`config.mk`:
```
export PLATFORM = sky130hd
export DESIGN_NAME = r2r_interp_softmute
export DESIGN_NICKNAME = d
export VERILOG_FILES = /design/src/rtl/r2r_interp_softmute.sv
export SDC_FILE = /design/constraint.sdc
export NUM_CORES = 1
export LEC_CHECK = 0
export ABC_AREA = 1
export CORE_UTILIZATION = 30
export DETAILED_ROUTE_END_ITERATION = 8
export PLACE_DENSITY_LB_ADDON = 0.05
export SETUP_SLACK_MARGIN = 0.4
export SLEW_MARGIN = 10
export SYNTH_ARGS = -nofsm -noshare
export SYNTH_HDL_FRONTEND = slang
export SYNTH_SLANG_ARGS = --single-unit
```
`constraint.sdc`:
```
create_clock -name ACLK -period 20.4 [get_ports ACLK]
set_input_delay 2.04 -clock ACLK [delete_from_list [all_inputs] [get_ports ACLK]]
set_output_delay 2.04 -clock ACLK [all_outputs]
set_load 0.1 [all_outputs]
```
`src/rtl/r2r_interp_softmute.sv`:
```
// R2R ladder driver: linear OSR-step interpolation between player samples,
// followed by a tick-paced soft-mute gain ramp and a registered DAC code.
module r2r_interp_softmute #(
   parameter int unsigned OSR     = 8,
   parameter int unsigned SUB_DIV = 283
) (
   input  logic       ACLK,
   input  logic       ARESETN,
   input  logic [7:0] sample_in,
   input  logic       sample_tick,
   input  logic       mute,
   output logic [7:0] DAC,
   output logic       muted,
   output logic       ramp_busy
);

   localparam int unsigned KW       = $clog2(OSR);
   localparam int unsigned SW       = (SUB_DIV > 1) ? $clog2(SUB_DIV) : 1;
   localparam int unsigned PW       = KW + 10;
   localparam int unsigned GW       = 13;
   localparam int unsigned GAIN_MAX = 16;

   typedef enum logic [1:0] {
      ST_MUTED     = 2'd0,
      ST_RAMP_UP   = 2'd1,
      ST_UNMUTED   = 2'd2,
      ST_RAMP_DOWN = 2'd3
   } state_e;

   logic [7:0]          prev_q;
   logic [7:0]          cur_q;
   logic [KW-1:0]       k_q;
   logic [SW-1:0]       sub_ctr_q;
   logic [4:0]          gain_q;
   logic [4:0]          gain_d;
   state_e              state_q;
   state_e              state_d;
   logic [7:0]          dac_q;
   logic                muted_q;
   logic                busy_q;

   logic signed [8:0]    delta_c;
   logic signed [PW-1:0] prod_c;
   logic [7:0]           interp_c;
   logic signed [8:0]    s_c;
   logic signed [GW-1:0] scaled_c;
   logic [7:0]           out_c;

   // Segment capture and sub-step sequencing; a tick always resyncs the segment.
   always_ff @(posedge ACLK or negedge ARESETN) begin
      if (!ARESETN) begin
         prev_q    <= 8'h80;
         cur_q     <= 8'h80;
         k_q       <= '0;
         sub_ctr_q <= '0;
      end else if (sample_tick) begin
         prev_q    <= cur_q;
         cur_q     <= sample_in;
         k_q       <= '0;
         sub_ctr_q <= '0;
      end else if (sub_ctr_q == SW'(SUB_DIV - 1)) begin
         sub_ctr_q <= '0;
         if (k_q != KW'(OSR - 1)) begin
            k_q <= k_q + KW'(1);
         end
      end else begin
         sub_ctr_q <= sub_ctr_q + SW'(1);
      end
   end

   // Interpolation (floor shift stays inside [prev,cur]) and gain scaling about midscale.
   always_comb begin
      delta_c  = $signed({1'b0, cur_q}) - $signed({1'b0, prev_q});
      prod_c   = PW'(delta_c) * PW'($signed({1'b0, k_q}));
      interp_c = 8'(PW'($signed({1'b0, prev_q})) + (prod_c >>> KW));
      s_c      = $signed({1'b0, interp_c}) - 9'sd128;
      scaled_c = GW'(s_c) * GW'($signed({1'b0, gain_q}));
      out_c    = 8'(13'sd128 + (scaled_c >>> 4));
   end

   // Gain only moves on ticks; direction follows the mute level of that cycle.
   always_comb begin
      gain_d  = gain_q;
      state_d = state_q;
      if (sample_tick) begin
         if (mute && (gain_q != 5'd0)) begin
            gain_d = gain_q - 5'd1;
         end else if (!mute && (gain_q != 5'(GAIN_MAX))) begin
            gain_d = gain_q + 5'd1;
         end
      end
      case (state_q)
         ST_UNMUTED: begin
            if (mute) state_d = ST_RAMP_DOWN;
         end
         ST_MUTED: begin
            if (!mute) state_d = ST_RAMP_UP;
         end
         ST_RAMP_DOWN: begin
            if (!mute) begin
               state_d = (gain_d == 5'(GAIN_MAX)) ? ST_UNMUTED : ST_RAMP_UP;
            end else if (gain_d == 5'd0) begin
               state_d = ST_MUTED;
            end
         end
         ST_RAMP_UP: begin
            if (mute) begin
               state_d = (gain_d == 5'd0) ? ST_MUTED : ST_RAMP_DOWN;
            end else if (gain_d == 5'(GAIN_MAX)) begin
               state_d = ST_UNMUTED;
            end
         end
         default: state_d = ST_MUTED;
      endcase
   end

   always_ff @(posedge ACLK or negedge ARESETN) begin
      if (!ARESETN) begin
         gain_q  <= 5'd0;
         state_q <= ST_MUTED;
         dac_q   <= 8'h80;
         muted_q <= 1'b1;
         busy_q  <= 1'b0;
      end else begin
         gain_q  <= gain_d;
         state_q <= state_d;
         dac_q   <= out_c;
         muted_q <= (state_d == ST_MUTED);
         busy_q  <= (state_d == ST_RAMP_UP) || (state_d == ST_RAMP_DOWN);
      end
   end

   assign DAC       = dac_q;
   assign muted     = muted_q;
   assign ramp_busy = busy_q;

endmodule

```
After elaboration in Yosys (flattened, before gate mapping)
Index checks and enable logic that the tools add are counted.

Bits in registers: 45. Latch bits: 0. RAM bits: 0. Bits in read-only memories: 0. Bits of input ports: 12. Output and inout bits: 10. Word-level logic and storage cells: 56. Memories: 0.

Add/subtract/negate cells: 8. Multipliers: 2. Div/mod/pow operators: 0. Magnitude comparators: 0. Equal/unequal tests: 9. Shifts and indexed selects: 0. Mux-type cells: 17. Bitwise gates (word level): 0. Reduce and logical (&&, ||, !) cells: 11.

Operators by type and width (count): 9-bit 2-to-1 mux (2); 2-bit 2-to-1 mux (8); 5-bit 2-to-1 mux (3); 9-bit by 6-bit multiplier with 12-bit output (1); 9-bit by 4-bit multiplier with 11-bit output (1); 9-bit by 1-bit adder with 9-bit output, second input constant (1); 9-bit == test, second input constant (1); 3-bit 2-to-1 mux (3); 8-bit by 8-bit subtractor with 9-bit output (1); 8-bit by 8-bit subtractor with 9-bit output, second input constant (1); 8-bit adder (1); 8-bit adder, first input constant (1); 2-bit one-hot mux with 4 select lines (1); 2-bit == test, second input constant (3); 5-bit by 1-bit adder with 5-bit output, second input constant (1); 5-bit == test, second input constant (1); 5-bit logical NOT (1); 5-bit != test, second input constant (1); 5-bit nonzero test (1); 5-bit by 1-bit subtractor with 5-bit output, second input constant (1); 2-bit by 1-bit == test with 1-bit output, second input constant (2); 2-bit logical NOT (2); 2-bit nonzero test (2); 3-bit by 1-bit adder with 3-bit output, second input constant (1); other kinds (5) (6).

Longest topological paths before layout
Word-level depth: 11. Mapped depth: 45. Mapped depth without buffers: 45.

Worst setup path after synthesis
No wires, ideal clock.

Kind: reg-to-reg. Start: register cur_q[0]. End: register dac_q[7], in the netlist DAC[7]. Setup time: 0.076 ns. Data arrival time: 7.179 ns. Data required time: 20.324 ns. Path slack: 13.145 ns. Cell stages (with the launch flop): 46. Path buffers: 0. Clock period less this slack: 7.255 ns. Cell sequence: dfrtp_1 -> inv_1 -> ha_1 -> inv_1 -> fa_1 -> nand2_1 -> nand3_1 -> nand2_1 -> o21ai_0 -> xnor2_1 -> nor2_1 -> ha_1 -> inv_1 -> fa_1 -> inv_1 -> ha_1 -> a21oi_1 -> o21a_1 -> [... 10 more ...] -> nand2_1 -> inv_2 -> nor2_2 -> inv_1 -> fa_1 -> inv_1 -> fa_1 -> inv_1 -> fa_1 -> inv_1 -> ha_1 -> inv_1 -> nor4_1 -> a21oi_1 -> xor2_1 -> inv_1 -> nand2_1 -> nand2_1.

Cells in the longest elaborated chain, start to end: 6.

RTL lines: start, declared (RTL line 31) `logic [7:0] cur_q;`; start signal, assigned (RTL line 58) `cur_q <= sample_in;`; 8-bit by 8-bit subtractor with 9-bit output (RTL line 73) `delta_c = $signed({1'b0, cur_q}) - $signed({1'b0, prev_q});`; 9-bit by 4-bit multiplier with 11-bit output (RTL line 74) `prod_c = PW'(delta_c) * PW'($signed({1'b0, k_q}));`; 8-bit adder (RTL line 75) `interp_c = 8'(PW'($signed({1'b0, prev_q})) + (prod_c >>> KW));`; 8-bit by 8-bit subtractor with 9-bit output (RTL line 76) `s_c = $signed({1'b0, interp_c}) - 9'sd128;`; 9-bit by 6-bit multiplier with 12-bit output (RTL line 77) `scaled_c = GW'(s_c) * GW'($signed({1'b0, gain_q}));`; 8-bit adder (RTL line 78) `out_c = 8'(13'sd128 + (scaled_c >>> 4));`; net out_c[7] (RTL line 47) `logic [7:0] out_c;`; end signal, assigned (RTL line 127) `dac_q <= out_c;`; end, declared (RTL line 38) `logic [7:0] dac_q;`.

The timed path passes the listed nets, and every way through them passes these cells. A chain may end at the register's enable or synchronous reset.

Worst setup path after layout
Same ends and word-level chain as after synthesis.

==> flow_summary.toml <==
[run_status]
status = "completed"

[cells_and_area]
final_cell_mix = "inv_1, nand2_1, nor2_1"
post-route-util = 0.349
antenna_cells = 0
instances_no_fill = 868
syn_to_final_growth_pct = 12.3
num-nets-final = 755
final_common_cell = "inv_1"
drive_above_1_share = 0.0685

[route]
ant_nets = 0
wl_per_cell_um = 12.4
routed_wl_mm = 10.7
drt_iter0_drc = 130
viasPerCell = 4.33
num_vias = 3757
drc = 0
first_pass_iters = 4

[yosys]
syn_inst = 634
ys_seq_elements = 45
synth_nets = 733
synth-warning-count = 0
synth-async-reset-ratio = 1.00
synth.avg_cell_area_um2 = 7.53
synth-seq-area-share = 0.237
synth.cell_area_um2 = 4770
ys.flop_type = "dfrtp_1"
synth_edf_count = 0
synth.distinct_cells = 37

[worst_setup_path]
cp_slowest_cell = "fa_1"
max_stage_delay_ps = 520
arrival_ps = 8240
crit_fanout = 4
cp_common_cell = "inv_1"
worstSetupStartpointType = "flip-flop"
criticalPathCategory = "reg -> reg"
crit_path_end_kind = "flip-flop"
required_ps = 20640

[die]
die_w_um = 128
initial_utilization = 0.311
row_count = 45
die_area_um2 = 16400
boundaryPins = 22
die_h_um = 128
coreArea_um2 = 15400

[worst_hold_path]
hp-class = "reg -> reg"

[clock_network]
h-tree-depth = 2
clk_pin_slew_ps = 80
cts_resized = 0
hold_buffers = 0
tritoncts = "built"
ctsRootBufferMaster = "clkbuf_16"
worst_skew_pair.late_latency_ps = 310
clk_path_buf_depth = 2
clock-sinks = 45
cts_buffers = 5
cts_setup_buffers = 0

[placement]
place.gp.congestion = 0.760
port_buffers = 21
dp_hpwl_mm = 8.71
place_inst = 860

[timing]
slew_viol_final = 0
relSlewSlack = 0.354
rsz0062_at_grt = "false"
hold_viol_final = 0
final.setup.tns_ps = 0
clock_skew_ps = 11.0
max_freq_ghz = 0.125
tightest_slew_ps = 966
setup_viol = 0
post-route-min-period_ps = 8000
min_period_over_period = 0.392

[grt]
antenna_found_initial = 0
grt_max_degree = 46
grt.total_usage = 0.145
grt_first_pass_wirelength_mm = 18.3
grt_pass1_vias = 3698
overflow = 0

[run]
drv_cap = 0
critical path, delay by kind of cell (launching register included):
kind                       cells  cell delay (ps)
xor gates and xnor gates       3              640
AOI/OAI and AO/OA              6              870
buffers and inverters         12              760
DFF                            1              360
adders and majority gates     10             3810
and+or+nand+nor               13             1480
cell families after synthesis:
kind of cell	after synthesis	synth area share
XOR/XNOR	32	0.0587
flip-flops	45	0.237
buffers and inverters	152	0.124
AND/OR/NAND/NOR	252	0.227
AO/OA/AOI/OAI	66	0.0752
adder cells (fa/ha/maj)	87	0.278
registers in the layout (all words and copies together) (netlist names), 2 cells and up:
| name | flops |
|---|---|
| DAC | 8 |
| cur_q | 8 |
| gain_q | 5 |
| k_q | 3 |
| prev_q | 8 |
| state_q | 2 |
| sub_ctr_q | 9 |
path summary, 6_finish.rpt:
path	startpoint	to	slack [ps]	cells after the start
max reg2reg	cur_q[0]	DAC[7]	12400	44
min	cur_q[7]	cur_q[7]	480	2
max in group asynchronous	ARESETN	gain_q[1]	18130	2
max	cur_q[0]	DAC[7]	12400	44
min in group asynchronous	ARESETN	DAC[1]	1840	2
min reg2reg	cur_q[7]	cur_q[7]	480	2
layer usage:
layer	share of wire	global-route usage
met5	0	0
met4	0.014	0.0415
met3	0.023	0.0288
met2	0.43	0.236
met1	0.53	0.194
cell usage after synthesis, drive strengths merged, types with 2 or more instances:
| master | n | area [um2] |
|---|---|---|
| dfrtp | 41 | 1030 |
| fa | 32 | 641 |
| a21oi | 35 | 179 |
| dfstp | 4 | 105 |
| inv | 143 | 537 |
| o21ai | 24 | 128 |
| nand4 | 6 | 37.5 |
| nand2 | 132 | 508 |
| nor2 | 63 | 262 |
| nor4 | 2 | 12.5 |
| nand3 | 33 | 170 |
| clkbuf | 3 | 11.3 |
| xnor2 | 10 | 87.6 |
| o21bai | 2 | 15.0 |
| nor3 | 6 | 30.0 |
| xor2 | 22 | 193 |
| ha | 55 | 688 |
| buf | 5 | 40.0 |
| or2 | 7 | 43.8 |
| o31ai | 2 | 15.0 |
per-stage QoR:
step	setup slack [ps]	instance area (um2)	hold slack, ps
2_1_floorplan	13150	4770	450
3_3_place_gp	12310	5210	469
3_5_place_dp	12280	5210	469
4_1_cts	12250	5360	481
5_1_grt	11590	5360	502
6_report	12400	5360	477
area by class of cell:
class                           count  area, um2
Clock buffer                        6        139
Clock inverter                      2       17.5
Fill cell                        1640      10000
Inverter                          144        541
Multi-Input combinational cell    437       3050
Sequential cell                    45       1130
Tap cell                          211        264
Timing Repair Buffer               23        220
Power is left out: the tool's default activity adds up to more than one toggle a clock period on the data nets, which glitch-free logic cannot reach.
